**src/rtl/ram_4096_fifo_ctrl.sv**
```systemverilog
// ram_4096_fifo_ctrl
//   Streaming FIFO controller that uses an external 4K x 64 dual-port RAM as
//   storage. Producer words are written into the RAM as they arrive. Words are
//   prefetched back through the RAM read port into a 2-entry output buffer, so
//   the consumer side can run at one word per clock.
//
// Ports
//   clk, rst        single clock, synchronous active-high reset
//   s_valid/s_ready/s_data   producer valid/ready slave port
//   m_valid/m_ready/m_data   consumer valid/ready master port
//   count           words held (RAM + read in flight + output buffer), up to DEPTH+2
//   full            RAM storage full (s_ready is low)
//   empty           count == 0
//   ram_data_in, ram_wr_address, ram_write   RAM write port
//   ram_rd_address, ram_read                 RAM read port
//   ram_data_out    RAM read data, meaningful only the cycle after ram_read
module ram_4096_fifo_ctrl #(
  parameter int DATA_W = 64,
  parameter int ADDR_W = 12,
  parameter int DEPTH  = 4096
) (
  input  logic              clk,
  input  logic              rst,
  input  logic              s_valid,
  output logic              s_ready,
  input  logic [DATA_W-1:0] s_data,
  output logic              m_valid,
  input  logic              m_ready,
  output logic [DATA_W-1:0] m_data,
  output logic [ADDR_W:0]   count,
  output logic              full,
  output logic              empty,
  output logic [DATA_W-1:0] ram_data_in,
  output logic [ADDR_W-1:0] ram_wr_address,
  output logic [ADDR_W-1:0] ram_rd_address,
  output logic              ram_write,
  output logic              ram_read,
  input  logic [DATA_W-1:0] ram_data_out
);

  localparam logic [ADDR_W:0] DEPTH_C = (ADDR_W+1)'(DEPTH);

  // Pointers are exactly ADDR_W wide so they wrap 4095 -> 0 on their own.
  logic [ADDR_W-1:0] r_wr_ptr;
  logic [ADDR_W-1:0] r_rd_ptr;
  logic [ADDR_W-1:0] r_last_wr_addr;
  logic [DATA_W-1:0] r_last_wr_data;
  logic [ADDR_W:0]   r_ram_cnt;
  logic              r_inflight;
  logic [DATA_W-1:0] r_ob [2];
  logic              r_ob_head;
  logic [1:0]        r_ob_cnt;

  logic              w_push;
  logic              w_pop;
  logic              w_issue;
  logic [1:0]        w_ob_after_pop;
  logic              w_ob_tail;

  // Handshakes. Everything that touches the RAM is gated by rst so no access
  // is issued while the block is being reset.
  assign s_ready = !rst && (r_ram_cnt < DEPTH_C);
  assign w_push  = s_valid && s_ready;
  assign m_valid = (r_ob_cnt != 2'd0);
  assign w_pop   = m_valid && m_ready;

  // Output-buffer occupancy once this cycle's capture and pop have landed.
  // A pop implies ob_cnt >= 1 and ob_cnt + inflight never exceeds 2, so this
  // cannot wrap. A new read is only issued if its word will have a free slot.
  assign w_ob_after_pop = r_ob_cnt + {1'b0, r_inflight} - {1'b0, w_pop};
  assign w_issue        = !rst && (r_ram_cnt != '0) && (w_ob_after_pop < 2'd2);

  // While a read is in flight ob_cnt is at most 1, so the free slot is the
  // head slot XOR ob_cnt[0].
  assign w_ob_tail = r_ob_head ^ r_ob_cnt[0];

  // RAM ports: the write address/data are live in the push cycle and
  // otherwise hold their last driven value.
  assign ram_write      = w_push;
  assign ram_wr_address = w_push ? r_wr_ptr : r_last_wr_addr;
  assign ram_data_in    = w_push ? s_data   : r_last_wr_data;
  assign ram_read       = w_issue;
  assign ram_rd_address = r_rd_ptr;

  assign m_data = r_ob[r_ob_head];
  assign count  = r_ram_cnt + (ADDR_W+1)'(r_inflight) + (ADDR_W+1)'(r_ob_cnt);
  assign full   = (r_ram_cnt == DEPTH_C);
  assign empty  = (count == '0);

  // NOTE: state registers use non-blocking assignments so every update below
  // sees the pre-edge value of every other register, whatever the order.
  always_ff @(posedge clk) begin
    if (rst) begin
      r_wr_ptr       <= '0;
      r_rd_ptr       <= '0;
      r_last_wr_addr <= '0;
      r_last_wr_data <= '0;
      r_ram_cnt      <= '0;
      r_inflight     <= 1'b0;
      r_ob_head      <= 1'b0;
      r_ob_cnt       <= 2'd0;
      // NOTE: the two buffer entries are reset (unlike the RAM) because
      // m_data must read 0 after reset and must never expose stale words.
      r_ob[0]        <= '0;
      r_ob[1]        <= '0;
    end else begin
      if (w_push) begin
        r_wr_ptr       <= r_wr_ptr + 1'b1;
        r_last_wr_addr <= r_wr_ptr;
        r_last_wr_data <= s_data;
      end
      if (w_issue) begin
        r_rd_ptr <= r_rd_ptr + 1'b1;
      end
      r_ram_cnt  <= r_ram_cnt + (ADDR_W+1)'(w_push) - (ADDR_W+1)'(w_issue);
      r_inflight <= w_issue;
      // The read bus is only sampled in the cycle after a read was issued.
      if (r_inflight) begin
        r_ob[w_ob_tail] <= ram_data_out;
      end
      if (w_pop) begin
        r_ob_head <= ~r_ob_head;
      end
      r_ob_cnt <= w_ob_after_pop;
    end
  end

endmodule

```
**config.mk**
```make
export PLATFORM = sky130hd
export DESIGN_NAME = ram_4096_fifo_ctrl
export DESIGN_NICKNAME = d
export VERILOG_FILES = /design/src/rtl/ram_4096_fifo_ctrl.sv
export SDC_FILE = /design/constraint.sdc
export NUM_CORES = 1
export LEC_CHECK = 0
export ABC_AREA = 1
export BUFFER_PORTS_ARGS = -buffer_cell sky130_fd_sc_hd__buf_2
export CAP_MARGIN = 30
export CORE_UTILIZATION = 50
export CTS_BUF_LIST = sky130_fd_sc_hd__clkbuf_4
export CTS_CLUSTER_DIAMETER = 40
export DETAILED_ROUTE_END_ITERATION = 7
export PLACE_DENSITY = 0.79
export REMOVE_ABC_BUFFERS = 1
export SETUP_SLACK_MARGIN = 0.1
export SLEW_MARGIN = 30
export SYNTH_ARGS = -nofsm -noshare
export SYNTH_HDL_FRONTEND = slang
export SYNTH_SLANG_ARGS = --single-unit
```
**constraint.sdc**
```tcl
create_clock -name clk -period 3.7 [get_ports clk]
set_input_delay 0.37 -clock clk [delete_from_list [all_inputs] [get_ports clk]]
set_output_delay 0.37 -clock clk [all_outputs]
set_load 0.005 [all_outputs]
```
==> metrics.cfg <==
[drt]
vias_per_cell=4.927
drt_pass1_iterations=5
drt_iter0_drc=551
via_count=9923
drtAntennaViolNets=0
wire_per_inst_um=14.45
wl_mm=29.10
drc=0

[final_layout]
layout_common_cells=301 x buf_2, 250 x nor2_1, 209 x inv_1
final_common_cell=buf_2
drive_gt1_share_pct=33.82
syn_to_final_growth_pct=29.33
nets=1850

[worst_setup_path]
cp-startpoint=r_ob_cnt[1]
cp_max_fo=4
crit_arrival_ns=3.97
crit_path_end_kind=register
worst_ep_required_time_ns=4.22
cp-start-kind=register
crit_type=reg -> reg
worst-r2r-setup-slack_ns=0.26
r2r-start=r_ob_cnt[1]

[timing]
hold_ws_ns=0.06325
slew_headroom_pct=41.76
tns_ns=0
fmax_ghz=0.2906
finClkSkew_ns=0.03097
drv_slew=0
min_period_ns=3.441
setup_viol=0
tightest_slew_ns=0.8736
final_hold_viol_count=0
rsz0062_at_grt=true
fin_crit_sh_pct=93.00

[clock_tree]
cts_htree_levels=3
clkSinkCount=246
path_clk_slew_ns=0.06
cts-root-buf=clkbuf_4
clk_path_buf_depth=3
cts_tree=built
cts_buffers=67
insertion_delay_ns=0.63

[synthesis]
yosysSeqAreaShare_pct=53.49
ys_ff_latch=246
synth_warnings=0
synth_cell_types=41
syn_inst=1272
avgSynthCellArea_um2=9.121
synth_area_um2=11600

[global_routing]
grt.overflow.total=0
grt_max_degree=96
grt_util_all_layers_pct=24.08
grt_pass1_vias=10054
grt_first_pass_wirelength_mm=46.04
antenna_found_initial=2

[floorplan]
pin_count=303
dieArea_um2=23820
die_w_um=154.3
die_y_um=154.3
initial_core_util_pct=51.09
rows=55
core-area_um2=22710

[pwr]
comb_power_share_pct=36.4
ir_drop_v=0.0003553
p_sw_share_pct=35.03
power_switching_mw=3.333
p_leak_nw=7.713
p_seq_share_pct=38.6
pwr-share-clk_pct=25.0
p_int_mw=6.182
p_per_area_nw_per_um2=634.1

[placement]
hpwl_mm=18.08
gp_congestion=0.8842
port_buffers=302

[min_path]
hp-class=in -> reg
hp-start=s_data[28]

[outcome]
status=completed

[flow_run]
cap_violations=0

synthesized netlist by cell type:
cell type | number | area (um2)
inv_2 | 1 | 3.750
clkinv_1 | 1 | 3.750
ha_1 | 32 | 400.4
buf_2 | 21 | 105.1
o31ai_1 | 1 | 7.510
o21bai_1 | 1 | 7.510
o21a_1 | 1 | 7.510
xnor2_1 | 5 | 43.79
edfxtp_1 | 128 | 3844
or2_1 | 15 | 93.84
o21ai_0 | 74 | 370.4
clkbuf_1 | 22 | 82.58
nor2_2 | 1 | 6.260
buf_4 | 3 | 22.52
nor3_1 | 10 | 50.05
or2_0 | 2 | 12.51
nand2_1 | 114 | 427.9
nand3_4 | 1 | 17.52
fa_1 | 3 | 60.06
inv_4 | 1 | 6.260
nand2_4 | 1 | 11.26
a211oi_1 | 1 | 7.510
nand4_1 | 8 | 50.05
a31oi_1 | 1 | 6.260
o21ai_1 | 2 | 10.01
a21oi_1 | 37 | 185.2
nor2_4 | 3 | 33.78
nor2_1 | 252 | 945.9
nand3_2 | 1 | 10.01
buf_1 | 2 | 7.510
dfxtp_1 | 118 | 2362
o21ai_2 | 18 | 157.7
inv_1 | 211 | 792.0
nor3b_1 | 1 | 7.510
or2_2 | 58 | 362.9
clkbuf_2 | 2 | 10.01
buf_6 | 4 | 45.04
xor2_1 | 11 | 96.34
nand3_1 | 37 | 185.2
mux2_2 | 64 | 720.7
nand3b_1 | 3 | 22.52
sequential cells by signal, indices dropped and copies added (netlist names), named ones only:
| register | cells |
|---|---|
| r_inflight | 1 |
| r_last_wr_addr | 12 |
| r_last_wr_data | 64 |
| r_ob | 128 |
| r_ob_cnt | 2 |
| r_ob_head | 1 |
| r_ram_cnt | 13 |
| r_wr_ptr | 12 |
| ram_rd_address | 12 |
through the flow:
stage                     instances  instance area, um2  setup slack [ns]  util [%]  power, mW
final                          2014               15010            0.2589     66.08      9.515
after global routing           2014               15010          0.007374     66.08      10.19
after CTS                      2011               14970            0.1116     65.91      9.490
after detailed placement       1818               13320            0.1101     58.66      6.998
after global placement         1818               13320            0.2020     58.66      6.930
after floorplan                1218               11330           -0.6539         -      5.754
repair_timing:
| item | in CTS | in global routing |
|---|---|---|
| pin swaps | 0 | 2 |
| gates cloned | 0 | 0 |
| hold endpoints to repair | 89 | 0 |
| setup endpoints to repair | 1 | 5 |
| hold buffers | 80 | 0 |
| gates resized for setup | 1 | 8 |
| setup buffers | 0 | 1 |
path summary, 6_finish.rpt:
check | to | depth (start not counted)
setup reg to reg | r_ram_cnt[12] | 22
hold reg to reg | r_last_wr_addr[0] | 2
hold / removal | r_last_wr_data[28] | 3
setup / recovery | r_ram_cnt[12] | 22
per-layer routing:
metal / GRT usage (%) / share of wire [%]
met1: 26.48 / 39
met2: 42.68 / 49
met3: 6.781 / 8.5
met4: 11.93 / 3.2
met5: 0 / 0
power groups by stage:
stage               clock network [mW]  logic, mW  registers, mW
floorplan                            0       2.08           3.68
finish                            2.38       3.46           3.67
CTS                               2.45       3.38           3.67
global placement                     0       3.24           3.69
detailed placement                   0       3.27           3.73
global route                      2.60       3.86           3.73
worst max-delay path, cell delays in order (launching register included):
cell and delay, ns:
dfxtp_2 0.34, inv_2 0.09, nand2_1 0.07, nand2_1 0.05, inv_1 0.07, ha_1 0.28
inv_1 0.04, ha_1 0.20, xor2_2 0.25, xor2_2 0.21, nor2_2 0.08, ha_1 0.29
inv_1 0.06, ha_1 0.18, inv_1 0.08, fa_2 0.38, o31ai_2 0.24, buf_4 0.17
nand2_1 0.05, nand3_1 0.09, nand2_1 0.05, nand2_1 0.06, nor2_1 0.04
logic make-up after synthesis:
| logic type | count (synthesis) | synth area share, % |
|---|---|---|
| AND/OR/NAND/NOR | 507 | 19.28 |
| buffers and inverters | 268 | 9.296 |
| flip-flops | 246 | 53.49 |
| AO/OA/AOI/OAI | 136 | 6.546 |
| multiplexers | 64 | 6.212 |
| adder cells (fa/ha/maj) | 35 | 3.968 |
| XOR/XNOR | 16 | 1.208 |
area by class of cell:
class	instances	area [um2]
Antenna cell	2	5.005
Clock buffer	99	743.2
Clock inverter	14	95.09
Fill cell	1783	7704
Inverter	214	805.8
Multi-Input combinational cell	758	4355
Sequential cell	246	6208
Tap cell	285	356.6
Timing Repair Buffer	396	2436
Power figures use the tool's default switching activity.
